==> config.mk <==
export PLATFORM = sky130hd
export DESIGN_NAME = dmem_arbiter_flat
export DESIGN_NICKNAME = d
export VERILOG_FILES = /design/src/rtl/dmem_arb_pkg.sv /design/src/rtl/dmem_arbiter_if.sv /design/src/rtl/rr_arb2.sv /design/src/rtl/dmem_arbiter.sv /design/src/flat_wrapper.sv
export SDC_FILE = /design/constraint.sdc
export NUM_CORES = 1
export LEC_CHECK = 0
export CORE_UTILIZATION = 43
export CTS_BUF_LIST = sky130_fd_sc_hd__clkbuf_8
export CTS_CLUSTER_SIZE = 28
export DETAILED_ROUTE_END_ITERATION = 10
export PLACE_DENSITY = 0.95
export SYNTH_ARGS = -nofsm -noshare
export SYNTH_HDL_FRONTEND = slang
export SYNTH_SLANG_ARGS = --single-unit
==> constraint.sdc <==
create_clock -name CLK -period 4.4 [get_ports CLK]
set_input_delay 0.66 -clock CLK [delete_from_list [all_inputs] [get_ports CLK]]
set_output_delay 0.66 -clock CLK [all_outputs]
set_load 0.02 [all_outputs]
==> src/rtl/dmem_arb_pkg.sv <==
// Shared types and constants for the data-memory arbiter slice.
package dmem_arb_pkg;

  // Default geometry of the 32x8 data memory.
  localparam int unsigned DEF_ADDR_W    = 8;
  localparam int unsigned DEF_DATA_W    = 8;
  localparam int unsigned DEF_MEM_DEPTH = 32;

  // Arbiter FSM encoding.
  typedef enum logic [1:0] {
    ST_IDLE = 2'd0,
    ST_CMD  = 2'd1,
    ST_RESP = 2'd2
  } arb_state_e;

  // Requester identifiers; also the bit position of each port in the request vector.
  localparam logic GNT_A = 1'b0;
  localparam logic GNT_B = 1'b1;

  // The port that is not `id`; used to hand a tie to whoever did not win last.
  function automatic logic other_port(input logic id);
    return ~id;
  endfunction

endpackage

==> src/rtl/dmem_arbiter_if.sv <==
// Bus bundle between the two requesters, the arbiter and the data memory.
// The arbiter uses the slave view; requesters plus memory together use the master view.
interface dmem_arbiter_if
  import dmem_arb_pkg::*;
#(
  parameter int unsigned ADDR_W = DEF_ADDR_W,
  parameter int unsigned DATA_W = DEF_DATA_W
);

  // Port A (CPU load/store stage)
  logic              a_req;
  logic              a_we;
  logic [ADDR_W-1:0] a_addr;
  logic [DATA_W-1:0] a_wdata;
  logic              a_ack;
  logic [DATA_W-1:0] a_rdata;
  logic              a_err;

  // Port B (debug / DMA loader)
  logic              b_req;
  logic              b_we;
  logic [ADDR_W-1:0] b_addr;
  logic [DATA_W-1:0] b_wdata;
  logic              b_ack;
  logic [DATA_W-1:0] b_rdata;
  logic              b_err;

  // Data memory side
  logic              mem_read;
  logic              mem_write;
  logic [ADDR_W-1:0] mem_addr;
  logic [DATA_W-1:0] mem_wdata;
  logic [DATA_W-1:0] mem_rdata;

  modport slave (
    input  a_req, a_we, a_addr, a_wdata,
    output a_ack, a_rdata, a_err,
    input  b_req, b_we, b_addr, b_wdata,
    output b_ack, b_rdata, b_err,
    output mem_read, mem_write, mem_addr, mem_wdata,
    input  mem_rdata
  );

  modport master (
    output a_req, a_we, a_addr, a_wdata,
    input  a_ack, a_rdata, a_err,
    output b_req, b_we, b_addr, b_wdata,
    input  b_ack, b_rdata, b_err,
    input  mem_read, mem_write, mem_addr, mem_wdata,
    output mem_rdata
  );

endinterface

==> src/rtl/rr_arb2.sv <==
// Two-way round-robin picker. Purely combinational: a single request wins outright,
// a tie goes to the port that did not receive the previous grant.
module rr_arb2
  import dmem_arb_pkg::*;
(
  input  logic [1:0] req,         // bit GNT_A = port A, bit GNT_B = port B
  input  logic       last_grant,
  output logic       gnt_valid,
  output logic       gnt_id
);

  // Select the winner from the request pattern and the previous grant.
  always_comb begin
    gnt_valid = |req;
    gnt_id    = GNT_A;
    unique case (req)
      2'b01:   gnt_id = GNT_A;
      2'b10:   gnt_id = GNT_B;
      2'b11:   gnt_id = other_port(last_grant);
      default: gnt_id = GNT_A;
    endcase
  end

endmodule

==> src/rtl/dmem_arbiter.sv <==
// Round-robin arbiter sharing the single-port data memory between port A (CPU) and
// port B (debug/DMA). Each access is IDLE -> CMD -> RESP: the request is latched in IDLE,
// the memory strobe is driven for the single CMD cycle (memory acts on the falling edge),
// and the granted port gets a one-cycle ack in RESP.
// Optional build macro DMEM_ARB_BOUNDS_CHECK_EN: addresses >= MEM_DEPTH are not sent to
// the memory and complete with err = 1 and rdata = 0, keeping the same 3-cycle timing.
module dmem_arbiter
  import dmem_arb_pkg::*;
#(
  parameter int unsigned ADDR_W    = DEF_ADDR_W,
  parameter int unsigned DATA_W    = DEF_DATA_W,
  parameter int unsigned MEM_DEPTH = DEF_MEM_DEPTH
) (
  input  logic          CLK,
  input  logic          RST,
  dmem_arbiter_if.slave bus,
  output logic          busy
);

`ifdef DMEM_ARB_BOUNDS_CHECK_EN
  localparam bit BoundsEn = 1'b1;
`else
  localparam bit BoundsEn = 1'b0;
`endif

  // One extra bit so a depth equal to 2**ADDR_W is still representable.
  localparam logic [ADDR_W:0] DepthLimit = (ADDR_W + 1)'(MEM_DEPTH);

  arb_state_e        state_q, state_d;
  logic              grant_q, grant_d;
  logic              last_grant_q, last_grant_d;
  logic              we_q, we_d;
  logic [ADDR_W-1:0] addr_q, addr_d;
  logic [DATA_W-1:0] wdata_q, wdata_d;
  logic [DATA_W-1:0] rdata_q, rdata_d;

  logic              gnt_valid;
  logic              gnt_id;
  logic              oob;
  logic              in_cmd;
  logic              in_resp;
  logic              a_ack, b_ack;
  logic              mem_read, mem_write;

  rr_arb2 u_rr_arb2 (
    .req        ({bus.b_req, bus.a_req}),
    .last_grant (last_grant_q),
    .gnt_valid  (gnt_valid),
    .gnt_id     (gnt_id)
  );

  // Out-of-range only ever asserts when the bounds check is built in.
  assign oob     = BoundsEn && ({1'b0, addr_q} >= DepthLimit);
  assign in_cmd  = (state_q == ST_CMD);
  assign in_resp = (state_q == ST_RESP);

  // Next-state logic: grant and latch in IDLE, capture read data at the end of CMD.
  always_comb begin
    state_d      = state_q;
    grant_d      = grant_q;
    last_grant_d = last_grant_q;
    we_d         = we_q;
    addr_d       = addr_q;
    wdata_d      = wdata_q;
    rdata_d      = rdata_q;
    unique case (state_q)
      ST_IDLE: begin
        if (gnt_valid) begin
          grant_d      = gnt_id;
          last_grant_d = gnt_id;
          if (gnt_id == GNT_B) begin
            we_d    = bus.b_we;
            addr_d  = bus.b_addr;
            wdata_d = bus.b_wdata;
          end else begin
            we_d    = bus.a_we;
            addr_d  = bus.a_addr;
            wdata_d = bus.a_wdata;
          end
          state_d = ST_CMD;
        end
      end
      ST_CMD: begin
        // Memory has already driven READ_DATA at the falling edge inside CMD.
        rdata_d = (!we_q && !oob) ? bus.mem_rdata : '0;
        state_d = ST_RESP;
      end
      ST_RESP: begin
        state_d = ST_IDLE;
      end
      default: begin
        state_d = ST_IDLE;
      end
    endcase
  end

  // State and transaction registers; reset leaves last_grant at B so A wins the first tie.
  always_ff @(posedge CLK or posedge RST) begin
    if (RST) begin
      state_q      <= ST_IDLE;
      grant_q      <= GNT_A;
      last_grant_q <= GNT_B;
      we_q         <= 1'b0;
      addr_q       <= '0;
      wdata_q      <= '0;
      rdata_q      <= '0;
    end else begin
      state_q      <= state_d;
      grant_q      <= grant_d;
      last_grant_q <= last_grant_d;
      we_q         <= we_d;
      addr_q       <= addr_d;
      wdata_q      <= wdata_d;
      rdata_q      <= rdata_d;
    end
  end

  // Output decode: one-cycle memory strobe in CMD, one-cycle ack to the granted port in RESP.
  always_comb begin
    mem_read  = in_cmd && !we_q && !oob;
    mem_write = in_cmd &&  we_q && !oob;
    a_ack     = in_resp && (grant_q == GNT_A);
    b_ack     = in_resp && (grant_q == GNT_B);
  end

  assign bus.mem_read  = mem_read;
  assign bus.mem_write = mem_write;
  // Address and data only change when a new grant is latched, so they hold outside CMD.
  assign bus.mem_addr  = addr_q;
  assign bus.mem_wdata = wdata_q;

  assign bus.a_ack   = a_ack;
  assign bus.a_rdata = a_ack ? rdata_q : '0;
  assign bus.a_err   = a_ack && oob;
  assign bus.b_ack   = b_ack;
  assign bus.b_rdata = b_ack ? rdata_q : '0;
  assign bus.b_err   = b_ack && oob;

  assign busy = (state_q != ST_IDLE);

endmodule

==> src/flat_wrapper.sv <==
// flat-port wrapper written by rule: the top's interface ports become plain ports
module dmem_arbiter_flat import dmem_arb_pkg::*;
#(
  parameter int unsigned ADDR_W    = DEF_ADDR_W,
  parameter int unsigned DATA_W    = DEF_DATA_W,
  parameter int unsigned MEM_DEPTH = DEF_MEM_DEPTH
)
  (CLK, RST, busy, bus_a_req, bus_a_we, bus_a_addr, bus_a_wdata, bus_a_ack, bus_a_rdata, bus_a_err, bus_b_req, bus_b_we, bus_b_addr, bus_b_wdata, bus_b_ack, bus_b_rdata, bus_b_err, bus_mem_read, bus_mem_write, bus_mem_addr, bus_mem_wdata, bus_mem_rdata);
  dmem_arbiter_if #(.ADDR_W(ADDR_W), .DATA_W(DATA_W)) bus_i ();
  input  logic CLK;
  input  logic RST;
  output logic busy;
  input wire logic [$bits(bus_i.a_req)-1:0] bus_a_req;
  input wire logic [$bits(bus_i.a_we)-1:0] bus_a_we;
  input wire logic [$bits(bus_i.a_addr)-1:0] bus_a_addr;
  input wire logic [$bits(bus_i.a_wdata)-1:0] bus_a_wdata;
  output wire logic [$bits(bus_i.a_ack)-1:0] bus_a_ack;
  output wire logic [$bits(bus_i.a_rdata)-1:0] bus_a_rdata;
  output wire logic [$bits(bus_i.a_err)-1:0] bus_a_err;
  input wire logic [$bits(bus_i.b_req)-1:0] bus_b_req;
  input wire logic [$bits(bus_i.b_we)-1:0] bus_b_we;
  input wire logic [$bits(bus_i.b_addr)-1:0] bus_b_addr;
  input wire logic [$bits(bus_i.b_wdata)-1:0] bus_b_wdata;
  output wire logic [$bits(bus_i.b_ack)-1:0] bus_b_ack;
  output wire logic [$bits(bus_i.b_rdata)-1:0] bus_b_rdata;
  output wire logic [$bits(bus_i.b_err)-1:0] bus_b_err;
  output wire logic [$bits(bus_i.mem_read)-1:0] bus_mem_read;
  output wire logic [$bits(bus_i.mem_write)-1:0] bus_mem_write;
  output wire logic [$bits(bus_i.mem_addr)-1:0] bus_mem_addr;
  output wire logic [$bits(bus_i.mem_wdata)-1:0] bus_mem_wdata;
  input wire logic [$bits(bus_i.mem_rdata)-1:0] bus_mem_rdata;
  assign bus_i.a_req = bus_a_req;
  assign bus_i.a_we = bus_a_we;
  assign bus_i.a_addr = bus_a_addr;
  assign bus_i.a_wdata = bus_a_wdata;
  assign bus_a_ack = bus_i.a_ack;
  assign bus_a_rdata = bus_i.a_rdata;
  assign bus_a_err = bus_i.a_err;
  assign bus_i.b_req = bus_b_req;
  assign bus_i.b_we = bus_b_we;
  assign bus_i.b_addr = bus_b_addr;
  assign bus_i.b_wdata = bus_b_wdata;
  assign bus_b_ack = bus_i.b_ack;
  assign bus_b_rdata = bus_i.b_rdata;
  assign bus_b_err = bus_i.b_err;
  assign bus_mem_read = bus_i.mem_read;
  assign bus_mem_write = bus_i.mem_write;
  assign bus_mem_addr = bus_i.mem_addr;
  assign bus_mem_wdata = bus_i.mem_wdata;
  assign bus_i.mem_rdata = bus_mem_rdata;
  dmem_arbiter #(.ADDR_W(ADDR_W), .DATA_W(DATA_W), .MEM_DEPTH(MEM_DEPTH)) u_core (.CLK(CLK), .RST(RST), .bus(bus_i), .busy(busy));
endmodule
* Yosys cells after proc, flatten, opt, wreduce, memory -nomap -nowiden
Cells that the tools add are included.
** Storage, ports and cells
- Register bits :: 29
- Word-level logic and storage cells :: 32
- Output and inout port bits :: 39
** Operators by class
- Equal/unequal tests :: 5
- Bitwise logic cells :: 2
- Reductions and logical operators :: 9
- Muxes and demuxes :: 9
** Operators with widths (count)
- two-way mux 8 bit :: 5
- == test 2 bit, second input constant :: 3
- logical AND 1 bit :: 4
- case mux 2 bit (2 select lines) :: 1
- == test 2 x 1 -> 1 bit, second input constant :: 1
- zero test 2 bit :: 1
- two-way mux 2 bit :: 1
- inequality test 2 x 1 -> 1 bit, second input constant :: 1
- NOT 1 bit :: 2
- case mux 1 bit (2 select lines) :: 1
- AND reduction 2 bit :: 1
- nonzero test 2 bit :: 1
- OR reduction 2 bit :: 1
- zero test 1 bit :: 1
- two-way mux 1 bit :: 1

* Longest topological paths before layout
- Depth in word-level cells :: 3
- Gate-level depth with buffers :: 5
- Mapped depth without buffers :: 3

* Modules after synthesis
From an unflattened synthesis, not the netlist that was laid out.
** Unflattened totals
- Cell total of the unflattened synthesis :: 117
- Area total of the unflattened synthesis :: 1586.5 µm²
** By module, submodules not included
- dmem_arbiter :: instances 1, cells each 115, area each 1572.8 µm²
- rr_arb2 :: instances 1, cells each 2, area each 13.8 µm²

* Worst setup path before layout
OpenSTA, ideal clock, no wires.
- Path kind :: register -> output
- From :: reg u_core.state_q[0]
- To :: out bus_b_rdata[0]
- Arrival :: 1.537 ns
- Buffers on the path :: 0
- Stages on the path, launching flop included :: 3
- Setup slack :: 2.203 ns
- Required time :: 3.740 ns
- Cell sequence :: dfrtp_1 -> nor3b_1 -> and2_1
** Between the ends
- Cells in the longest elaborated chain, start to end :: 3
** RTL lines
- start: declaration :: RTL line dmem_arbiter.sv:29 : arb_state_e state_q, state_d;
- start signal: assignment :: RTL line dmem_arbiter.sv:108 : state_q <= state_d;
- == test 2 bit :: RTL line dmem_arbiter.sv:55 : assign in_resp = (state_q == ST_RESP);
- logical AND 1 bit :: RTL line dmem_arbiter.sv:123 : b_ack = in_resp && (grant_q == GNT_B);
- net bus_b_ack :: RTL line flat_wrapper.sv:24 : output wire logic [$bits(bus_i.b_ack)-1:0] bus_b_ack;
- two-way mux 8 bit :: RTL line dmem_arbiter.sv:136 : assign bus.b_rdata = b_ack ? rdata_q : '0;
- end: declaration :: RTL line flat_wrapper.sv:25 : output wire logic [$bits(bus_i.b_rdata)-1:0] bus_b_rdata;
The timed path passes the listed nets, and every way through them passes these cells.

* Worst setup path after layout
- From :: reg u_core.state_q[0]
- To :: out bus_a_rdata[2]
** Between the ends
- Cells in the longest elaborated chain, start to end :: 3
** RTL lines
- == test 2 bit :: RTL line dmem_arbiter.sv:55
- logical AND 1 bit :: RTL line dmem_arbiter.sv:122 : a_ack = in_resp && (grant_q == GNT_A);
- two-way mux 8 bit :: RTL line dmem_arbiter.sv:133 : assign bus.a_rdata = a_ack ? rdata_q : '0;
- end: declaration :: RTL line flat_wrapper.sv:18 : output wire logic [$bits(bus_i.a_rdata)-1:0] bus_a_rdata;
Every way passes these cells.

==> metrics <==
Synth area leaders=sky130_fd_sc_hd__dfrtp_1 (45%), sky130_fd_sc_hd__mux2_4 (14%), sky130_fd_sc_hd__mux2_2 (13%), sky130_fd_sc_hd__and2_1 (6.5%), sky130_fd_sc_hd__nand2_1 (3.9%); Cell Chain, Critical Path=nor3b_1 > and2_1 > clkdlybuf4s50_1; complex-gate fraction of the synthesized area=between 4 and 5%; pin count of the biggest net entering global routing=30; Port Buf Inserts=82; fraction of synthesized area in multiplexers=28.8%; setup repair after global routing missed its margin=false; router iterations before antenna repair=4; Final HPWL DP=2360 µm; Switching Fraction=between 30 and 40%; Yosys reg bits=29; slowest cell delay on critical path=0.75 ns; fillers=roughly 240; die height=a little over 60 µm; status=finished, final reports clean; xor-xnor portion of the synthesized cell area=0%; DRC errors left=0; clk_lat worst skew=about 0.27 ns; Leakage=between 1 and 1.5 nW; H-tree depth reported by CTS=2; Total Die Area=around 3800 µm²; most repeated cell in the gate-level netlist after synthesis=sky130_fd_sc_hd__dfrtp_1; proportion of synthesized chip area in sequential cells=roughly 47%; post-synth top area cell=sky130_fd_sc_hd__dfrtp_1; net switching power=around 0.00051 W; maximum buffer depth of the clock tree=2; count of antenna-violating nets left after detailed routing=0; final routed wire length divided by cell count=12.6 µm; number of buffers inserted during clock tree synthesis=5; Post-synth ARST share=between 90% and 100%; library cells used by synthesis=23; adder and majority cell fraction of the synthesized area=0%; effective utilization at floorplan=between 40 and 50%; Final Skew=approximately 0.0062 ns; mean instance size in the synthesized netlist=12.0 µm²; I/O pin total=85; required time at the endpoint of the critical path=3.74 ns; register-to-register path setup slack=approximately 2.4 ns; Rel. slew slack=29.8%; Crit Path Class=register to output pin; weighted congestion reported at the end of routability-driven placement=between 0.6 and 0.7; portion of total power attributed to sequential cells=roughly a third; CTS tree=done; number of synthesis warnings=0; number of hold buffers added after cts=0; Core Box Area=3390 µm²; cell depth of the worst hold path=2; EDFF count, synth=0; Slowest cell on crit path=sky130_fd_sc_hd__nor3b_1; number of antenna cells inserted=0; post-synthesis instance total=about 130; DR iter-0 viols=31; sum of internal, switching and leakage power=between 0.001 and 0.0015 W; sink of the worst hold path=u_core.rdata_q[1]; Post-Route WL=~3200 µm; max-cap violations=0; simple-gate area share of the yosys netlist=between 10 and 15%; final critical delay including setup and external delays=slightly below 3 ns; all-layer global routing usage=between 10% and 20%; dominant combinational cell family by area after synthesis=multiplexers; clock network fraction of total power=between 10% and 20%; global-route wire length before repair=4970 µm; Clock Tree Root=sky130_fd_sc_hd__clkbuf_8; proportion of netlist area held by the largest area contributor=between 40% and 50%; row count=21; Worst-Margin Slew=approximately 1.1 ns; setup repair bufs after CTS=0; fraction of power consumed by combinational cells=between 50% and 60%; Buffers & Inverters on Critical Path=1; number of pins with negative max-slew slack in the final report=0; hold path startpoint=u_core.rdata_q[1]; Max VDD drop=between 0.3 and 0.4 mV; kind of launch point of the worst setup path=register; initial antenna violation count=0; gate family responsible for the most delay along the worst path=simple AND/OR/NAND/NOR gates; number of hold violations in the final report=0; type of element capturing the critical path=output pin; width of the chip=61.9 µm; Total Negative Setup Slacks=0 ns; clk sinks=29; Primary FF master, synth=sky130_fd_sc_hd__dfrtp_1; GRT Residual Overflow=0; vias in the first global route=1144; final setup vio count=0; endpoint of the most critical register-to-register path=u_core.bus.mem_wdata[0]; Internal Pwr Total=between 0.0008 and 0.0009 W; Worst Path Arrival=between 2 and 2.5 ns; # resized after CTS=0; vias per std cell=about 4.6; fraction of the cycle the final worst path needs=between 60 and 70%; worst flop-to-flop path startpoint=u_core.last_grant_q; netlist area before placement=1540 µm²; DR vias=about 1200; most common library cells after synthesis=sky130_fd_sc_hd__dfrtp_1 (28), sky130_fd_sc_hd__mux2_2 (18), sky130_fd_sc_hd__and2_1 (16), sky130_fd_sc_hd__nand2_1 (16), sky130_fd_sc_hd__mux2_4 (14); maximum achievable frequency=0.342 GHz; depth of the most critical reg-to-reg path=3; Syn-to-layout area delta=57.9%; power density of the placed cells=a little under 600 nW/µm²; Worst Path Max Fanout=9; Final nets=256; class of the most critical hold timing path=register to register; clock-pin slew on the worst setup and hold paths=0.06 ns; share of final-layout standard cells stronger than drive strength 1=between 15 and 20%
-- final cells by class --
type	count	area [µm²]	area share, %
repair buffers	82	821	33.7
clock inverters	3	11.3	0.463
clock buffers	5	68.8	2.83
well taps	46	57.6	2.37
multi-input cells	88	732	30.1
flip-flops and latches	29	727	29.9
inverters	4	15.0	0.617
-- flip-flops by register name, summed over array words and instances, names as in the netlist --
signal	flops
u_core.we_q	1
u_core.bus.mem_wdata	8
u_core.state_q	2
u_core.rdata_q	8
u_core.last_grant_q	1
u_core.grant_q	1
u_core.bus.mem_addr	8
-- power by group through the flow --
stage                     combinational, W  clock [W]  sequential, W
after floorplan                   0.000381          0       0.000551
after global routing              0.000812   0.000210       0.000483
final                             0.000747   0.000194       0.000465
after CTS                         0.000757   0.000201       0.000466
after detailed placement          0.000753          0       0.000469
after global placement            0.000742          0       0.000462
-- cell families after synthesis --
| logic type | Yosys count |
|---|---|
| muxes | 35 |
| buffers and inverters | 12 |
| DFF | 29 |
| and+or+nand+nor | 40 |
| AOI/OAI and AO/OA | 11 |
| other | 1 |
-- metrics by stage --
step / util, % / hold WS, ns / worst slack (ns) / std cells / cell area, µm²
floorplan: - / 0.455 / 2.20 / 129 / 1540
global placement: 69.4 / 0.471 / 1.77 / 249 / 2350
detailed placement: 69.4 / 0.484 / 1.74 / 249 / 2350
CTS: 71.8 / 0.497 / 1.45 / 257 / 2430
global route: 71.8 / 0.525 / 1.28 / 257 / 2430
finish: 71.8 / 0.491 / 1.47 / 257 / 2430
-- routing by layer --
layer | part of all wire, % | up-vias | track usage, % | wire length [µm]
met3 | 7.9 | 2 | 8.49 | 255
met5 | 0 | - | 0 | 0
li1 | - | 587 | - | -
met1 | 41 | 555 | 19.9 | 1320
met4 | 0.65 | 0 | 7.94 | 21
met2 | 51 | 46 | 31.2 | 1640
-- worst max-delay path by stage --
stage | cells past startpoint | end | startpoint | slack, ns
final | 3 | bus_a_rdata[2] | u_core.state_q[0] | 1.47
after global routing | 3 | bus_a_rdata[5] | u_core.state_q[0] | 1.28
after CTS | 3 | bus_a_rdata[2] | u_core.state_q[0] | 1.45
after detailed placement | 3 | bus_a_rdata[2] | u_core.state_q[0] | 1.74
after global placement | 3 | bus_b_rdata[2] | u_core.state_q[0] | 1.77
after floorplan | 2 | bus_b_rdata[0] | u_core.state_q[0] | 2.20
-- cell usage in the layout (no fill, tap or decap), drive strengths merged --
cell,instances
nand2b,1
mux2i,3
nand2,16
dfstp,1
mux2,32
clkinv,1
o31ai,1
inv,6
conb,2
o21ai,9
clkdlybuf4s50,82
a21bo,1
nor3b,2
clkbuf,5
nor2,4
dfrtp,28
and2,16
or2,1
-- tightest hold or removal path: cells and delay by family (launching register included) --
| kind | cells | cell delay (ns) |
|---|---|---|
| flops | 1 | 0.35 |
| compound gates | 1 | 0.06 |
| simple gates | 1 | 0.05 |
(Power assumes the default switching activity.)
